### config.mk
export PLATFORM = sky130hd
export DESIGN_NAME = polyadd_seq
export DESIGN_NICKNAME = d
export VERILOG_FILES = /design/src/rtl/polyadd_seq.sv
export SDC_FILE = /design/constraint.sdc
export NUM_CORES = 1
export LEC_CHECK = 0
export CELL_PAD_IN_SITES_DETAIL_PLACEMENT = 1
export CELL_PAD_IN_SITES_GLOBAL_PLACEMENT = 2
export CORE_MARGIN = 2
export CORE_UTILIZATION = 33
export CTS_CLUSTER_SIZE = 24
export DETAILED_ROUTE_END_ITERATION = 6
export PLACE_DENSITY = 0.83
export RECOVER_POWER = 100
export SYNTH_ARGS = -nofsm -noshare
export SYNTH_HDL_FRONTEND = slang
export SYNTH_SLANG_ARGS = --single-unit
### constraint.sdc
create_clock -name clk -period 12.5 [get_ports clk]
set_input_delay 2.5 -clock clk [delete_from_list [all_inputs] [get_ports clk]]
set_output_delay 2.5 -clock clk [all_outputs]
set_load 0.02 [all_outputs]
### src/rtl/polyadd_seq.sv
// rtl/polyadd_seq.sv - sequencer streaming coefficient pairs through ADDmod into a result memory

// Modular adder: R = A+B-P when A+B >= P, else A+B; operands assumed < P
module ADDmod #(
  parameter int WIDTH = 32
) (
  input  logic [WIDTH-1:0] A,
  input  logic [WIDTH-1:0] B,
  input  logic [WIDTH-1:0] P,
  output logic [WIDTH-1:0] R
);
  logic [WIDTH:0] w_sum;
  logic [WIDTH:0] w_diff;

  // One conditional subtraction over a WIDTH+1-bit sum so the carry is never lost
  always_comb begin
    w_sum  = {1'b0, A} + {1'b0, B};
    w_diff = w_sum - {1'b0, P};
    R      = (w_sum >= {1'b0, P}) ? w_diff[WIDTH-1:0] : w_sum[WIDTH-1:0];
  end
endmodule

module polyadd_seq #(
  parameter int WIDTH  = 32,
  parameter int ADDR_W = 10
) (
  input  logic              clk,
  input  logic              rst,
  input  logic              start,
  input  logic [ADDR_W:0]   len,
  input  logic [WIDTH-1:0]  p,
  input  logic [ADDR_W-1:0] a_base,
  input  logic [ADDR_W-1:0] b_base,
  input  logic [ADDR_W-1:0] r_base,
  output logic              busy,
  output logic              done,
  output logic              a_en,
  output logic              b_en,
  output logic [ADDR_W-1:0] a_addr,
  output logic [ADDR_W-1:0] b_addr,
  input  logic [WIDTH-1:0]  a_rdata,
  input  logic [WIDTH-1:0]  b_rdata,
  output logic              r_we,
  output logic [ADDR_W-1:0] r_addr,
  output logic [WIDTH-1:0]  r_wdata
);
  typedef enum logic [1:0] {S_IDLE, S_RUN, S_DRAIN, S_DONE} state_t;

  state_t            r_state;
  logic [ADDR_W:0]   r_len;
  logic [ADDR_W:0]   r_i;       // index of the read issued this cycle
  logic [WIDTH-1:0]  r_p;
  logic [ADDR_W-1:0] r_a_base;
  logic [ADDR_W-1:0] r_b_base;
  logic [ADDR_W-1:0] r_r_base;
  logic              r_v1;      // read data is arriving this cycle
  logic [ADDR_W-1:0] r_i1;      // index of the data arriving this cycle

  logic [ADDR_W:0]   w_next_i;
  logic              w_last;
  logic [WIDTH-1:0]  w_sum;

  assign w_next_i = r_i + (ADDR_W+1)'(1);
  assign w_last   = (r_i == r_len - (ADDR_W+1)'(1));

  ADDmod #(.WIDTH(WIDTH)) u_addmod (
    .A (a_rdata),
    .B (b_rdata),
    .P (r_p),
    .R (w_sum)
  );

  // Control FSM plus the two-stage read-to-write pipeline; every output is registered
  always_ff @(posedge clk) begin
    if (rst) begin
      r_state  <= S_IDLE;
      r_len    <= '0;
      r_i      <= '0;
      r_p      <= '0;
      r_a_base <= '0;
      r_b_base <= '0;
      r_r_base <= '0;
      r_v1     <= 1'b0;
      r_i1     <= '0;
      busy     <= 1'b0;
      done     <= 1'b0;
      a_en     <= 1'b0;
      b_en     <= 1'b0;
      a_addr   <= '0;
      b_addr   <= '0;
      r_we     <= 1'b0;
      r_addr   <= '0;
      r_wdata  <= '0;
    end else begin
      r_v1 <= a_en;
      r_i1 <= r_i[ADDR_W-1:0];
      r_we <= r_v1;
      if (r_v1) begin
        r_addr  <= r_r_base + r_i1;
        r_wdata <= w_sum;
      end
      case (r_state)
        S_IDLE: begin
          if (start) begin
            r_len    <= len;
            r_p      <= p;
            r_a_base <= a_base;
            r_b_base <= b_base;
            r_r_base <= r_base;
            r_i      <= '0;
            if (len == '0) begin
              done    <= 1'b1;
              r_state <= S_DONE;
            end else begin
              busy    <= 1'b1;
              a_en    <= 1'b1;
              b_en    <= 1'b1;
              a_addr  <= a_base;
              b_addr  <= b_base;
              r_state <= S_RUN;
            end
          end
        end
        S_RUN: begin
          if (w_last) begin
            a_en    <= 1'b0;
            b_en    <= 1'b0;
            r_state <= S_DRAIN;
          end else begin
            r_i    <= w_next_i;
            a_addr <= r_a_base + w_next_i[ADDR_W-1:0];
            b_addr <= r_b_base + w_next_i[ADDR_W-1:0];
          end
        end
        S_DRAIN: begin
          // The last write is the one with nothing behind it in the pipeline
          if (r_we && !r_v1) begin
            busy    <= 1'b0;
            done    <= 1'b1;
            r_state <= S_DONE;
          end
        end
        S_DONE: begin
          done    <= 1'b0;
          r_state <= S_IDLE;
        end
        default: r_state <= S_IDLE;
      endcase
    end
  end
endmodule

# After elaboration in Yosys (flattened, before gate mapping)
# Cells that the tools add are included.
[word_totals]
out_inout_bits = 67
word_cells = 76
reg_bits = 163
[classes]
eq_ne = 10
reduce_logical = 14
muxes = 27
n_addsub = 7
order_cmp = 1
[op_table]
columns = ["op", "n"]
rows = [
  ["10-bit two-way mux", 6],
  ["10-bit one-hot mux with 2 select lines", 2],
  ["32-bit by 32-bit adder with 33-bit output", 1],
  ["33-bit by 32-bit >= comparator with 1-bit output", 1],
  ["32-bit two-way mux", 1],
  ["32-bit subtractor", 1],
  ["10-bit adder", 3],
  ["11-bit two-way mux", 2],
  ["11-bit one-hot mux with 2 select lines", 1],
  ["4-bit AND reduction", 4],
  ["2-bit inequality test, second input constant", 6],
  ["11-bit by 1-bit adder with 11-bit output, second input constant", 1],
  ["11-bit == test", 1],
  ["11-bit logical NOT", 1],
  ["11-bit by 1-bit subtractor with 11-bit output, second input constant", 1],
  ["2-bit two-way mux", 4],
  ["2-bit one-hot mux with 4 select lines", 1],
  ["1-bit two-way mux", 7],
  ["3-bit AND reduction", 2],
  ["2-bit == test, second input constant", 2],
  ["1-bit one-hot mux with 2 select lines", 2],
  ["2-bit nonzero test", 2],
  ["1-bit one-hot mux with 3 select lines", 1],
  ["3-bit nonzero test", 1],
  ["other kinds (5)", 5],
]

# Longest topological paths before layout
[logic_depth]
depth_word = 4
mapped_depth = 23
ltp_nobuf = 21

# By module
# Synthesis repeated with hierarchy kept, for this count alone.
[hier_totals]
hier_cells = 1502
hier_area_um2 = 11822.6
[modules_own_cells]
columns = ["mod", "area_per_inst_um2", "cells_per_inst", "seq_area_each_um2", "n_inst"]
rows = [
  ["polyadd_seq", 7686.1, 907, 3263.1, 1],
  ["ADDmod", 4136.5, 595, 0.0, 1],
]

# Worst setup path before layout
# OpenSTA, ideal clock, no wires.
[synth_path]
path_type = "input -> register"
startpoint = "in a_rdata[5]"
endpoint = "reg r_wdata[30]"
n_path_buf = 0
t_required_ns = 12.380
path_slack_ns = 6.186
path_stages = 20
setup_ns = 0.120
arrival_ns = 6.194
path_cell_list = "ha_1 -> a21o_1 -> a41oi_2 -> and3_4 -> a21oi_4 -> nand4_4 -> a311oi_4 -> a31oi_1 -> xnor2_1 -> ha_1 -> and3_1 -> a221oi_1 -> o21ai_1 -> a31oi_1 -> o311ai_1 -> a21o_1 -> a21oi_1 -> mux2i_1 -> nor3_1 -> a211o_1"
[synth_between]
elab_chain_len = 3
word_cells_on_any_way = 4
cone_classes = "add/sub (2); order compare (1); mux (1)"
[synth_lines]
columns = ["item", "line_no", "rtl"]
rows = [
  ["start, declared", "41", "input logic [WIDTH-1:0] a_rdata,"],
  ["32-bit by 32-bit adder with 33-bit output (*)", "17", "w_sum = {1'b0, A} + {1'b0, B};"],
  ["32-bit subtractor or 33-bit by 32-bit >= comparator with 1-bit output (tied branches)", "18, 19", ""],
  ["32-bit two-way mux (*)", "19", "R = (w_sum >= {1'b0, P}) ? w_diff[WIDTH-1:0] : w_sum[WIDTH-1:0];"],
  ["end signal, assigned", "100", "r_wdata <= w_sum;"],
  ["end, declared", "45", "output logic [WIDTH-1:0] r_wdata"],
]
# Every way passes the cells marked *; elsewhere a longest branch is shown, timed or not.
# A chain may end at the register's enable or synchronous reset.

==> reports/qor.txt <==
Syn Inst Count: 1378
Via-to-Cell Ratio: 5.10
Root buf cell: clkbuf_16
Final slew viol count: 158
Fill count: 3966
Post-synth top flop: dfxtp_1
DRC: 0
Initial DRC count: 409
Hold violation count in the final report: 0
Setup repair bufs after CTS: 0
Yosys reg bits: 163
Library cells used by synthesis: 75
Total number of vias: 10200
CTS tree: yes
Number of global-route vias before repair: 10600
Min-delay worst type: reg2reg
Slew of the pin with the lowest slew margin: 3.83 ns
Leakage: 5.77 nW
Fmax: 117 MHz
Initial Util: 33.8%
WL final: 34.8 mm
Antenna Violating Nets Remaining: 0
Proportion of layout cells with a drive suffix above 1: 3.78%
Area delta synth->final: 25.8%
Nets@finish: 1790
Gr usage total: 19.9%
Asr flop ratio synth: 0%
Die area: 0.0349 mm²
Num CTS Buffers: 17
Reg2reg setup slack: 8.98 ns
Final setup viols: 0
Port bufs: 206
First-pass DRT Iterations: 4
Status: finished with violations
Synthesized cell area: 0.0110 mm²
CP arrival: 8.85 ns
Cts repair resizes: 0
Largest net degree at the start of global routing: 80
Fin crit period: 8.55 ns
Placement Cell Area: 0.0134 mm²
Failing checks: capacitance limit, slew limit
Clk pin slew, worst setup/hold paths: 0.07 ns
Total power: 0.00250 W
Dominant cells by area after synthesis: dfxtp_1, ha_1, nand2_1
Type of destination of the critical path: flop
CP max FO: 79
Reg area: 0.00326 mm²
GPL Wtd Cong: 0.831
Syn avg cell area: 8.01 µm²
Chip width: 187 µm
Site Rows: 66
MaxCap Viol Count: 2
Maximum vdd drop: 0.000117 V
Global route overflow: 0
Finished Cell Area: 0.0139 mm²
Kind of critical path: in2reg
Slew HR: -155%
Yosys top cell area share: 29.6%
Setup Skew: 0.0141 ns
Power Density: 180 mW/mm²
Initial antenna violation count: 2
Sequential area share after synthesis: 29.6%
H-tree depth: 4
Period utilization: 68.4%
I/O pins: 207
CTS Buffer Depth: 2
Clk sinks: 163
Setup TNS: 0 ns
Area leader, netlist: dfxtp_1
Hold Buf Count CTS: 0
Number of flops mapped to enable cells by yosys: 0
Ys Warns: 0
Area of the core: 0.0327 mm²
First-pass GRT wire length: 56.2 mm
Multi-input gate area: 0.00717 mm²
DR WL/cell: 17.3 µm
Clock latency on the worst-skew pair: 0.44 ns
Die Y: 187 µm
Unrepaired setup endpoints after global routing: no
Detail Placement HPWL: 26.4 mm
Startpoint types: input pin
Mapped Nets: 1620
Data required, critical path: 12.80 ns
cell usage after synthesis, types with 7 or more instances:
cell type	n
a211oi_1	41
a211oi_2	10
a21o_1	33
a21oi_1	148
a31oi_1	10
and3_1	7
clkbuf_1	42
dfxtp_1	163
ha_1	97
inv_1	64
mux2i_1	46
nand2_1	230
nand2b_1	12
nand3_1	30
nand4_1	12
nor2_1	100
nor2b_1	18
nor3_1	23
o211ai_1	8
o21a_1	7
o21ai_0	40
o21ai_1	19
o21bai_1	19
xnor2_1	58
xor2_1	45
critical path: stages:
cell      delay, ns
clkbuf_1       2.66
clkbuf_1       2.56
nor2_1         0.74
nand2_1        0.27
o21ai_0        0.10
routing by layer:
| layer | track usage (%) | vias to the layer above | part of all wire [%] |
|---|---|---|---|
| li1 | - | 5170 | - |
| met1 | 25.2 | 4841 | 47 |
| met2 | 34.9 | 168 | 48 |
| met3 | 3.43 | 37 | 3.2 |
| met4 | 5.31 | 0 | 1.7 |
| met5 | 0 | - | 0 |
power by group:
part | total [W] | leakage [nW] | switching [W] | internal [W]
Sequential | 0.000694 | 1.34 | 0.0000673 | 0.000627
Combinational | 0.00129 | 4.16 | 0.000777 | 0.000517
Clock | 0.000514 | 0.279 | 0.000247 | 0.000267
Total | 0.00250 | 5.77 | 0.00109 | 0.00141
layout make-up:
class	count	share of cell area, %
Inverter	64	1.73
Clock inverter	13	0.820
Sequential cell	163	23.5
Timing Repair Buffer	211	15.1
Multi-Input combinational cell	1091	51.7
Clock buffer	19	3.19
Tap cell	442	3.98
Antenna cell	2	0.0361
kinds of logic after synthesis:
logic type      share of synthesized area [%]
compound gates                           22.0
xor+xnor                                 8.17
fa+ha+maj                                11.9
buf+inv                                  5.23
flops                                    29.6
mux                                      4.31
simple gates                             18.8
cell usage in the layout (no fill, tap or decap), types with 4 or more instances in the layout:
master           Yosys  final
and3_1               7      7
nor2b_1             18     18
inv_1               64     64
clkbuf_16            0     17
a31oi_1             10     10
dfxtp_1            163    162
a211o_1              4      4
o21ai_0             40     40
mux2i_1             46     46
a21o_1              33     33
o21bai_1            19     19
xnor2_1             58     58
nand2_1            230    229
nand2b_1            12     12
nor2_1             100    100
a211oi_1            41     48
clkdlybuf4s50_1      0    138
o211ai_1             8      8
o21ai_1             19     19
nand3b_1             4      4
fa_1                 5      5
nor3_1              23     23
nand3_1             30     30
ha_1                97     97
inv_6                0      5
and2_1               5      4
buf_4                3      4
a21oi_1            148    148
dlygate4sd3_1        0     67
xor2_1              45     45
o21a_1               7      7
nand4_1             12     12
registers in the layout (all words and copies together) (netlist names):
name / cells
a_addr: 10
b_addr: 10
b_en: 1
busy: 1
done: 1
r_a_base: 10
r_addr: 10
r_b_base: 10
r_i: 11
r_i1: 10
r_len: 11
r_p: 32
r_r_base: 10
r_state: 2
r_v1: 1
r_wdata: 32
r_we: 1
stage by stage:
stage	util (%)	cells	setup slack, ns	hold slack, ns
2_1_floorplan	-	1378	6.19	0.436
3_3_place_gp	40.9	1971	4.69	0.442
3_5_place_dp	40.9	1971	4.52	0.449
4_1_cts	42.6	2003	4.95	0.459
5_1_grt	42.4	2003	3.28	0.480
6_report	42.4	2005	3.95	0.458
final timing paths:
check	start	cells after the start	endpoint
worst max-delay path	rst	5	r_i[6]
worst min-delay path	r_p[15]	2	r_p[15]
worst max register to register	r_p[6]	12	r_wdata[2]
worst min register to register	r_p[15]	2	r_p[15]
(Power assumes the default switching activity.)
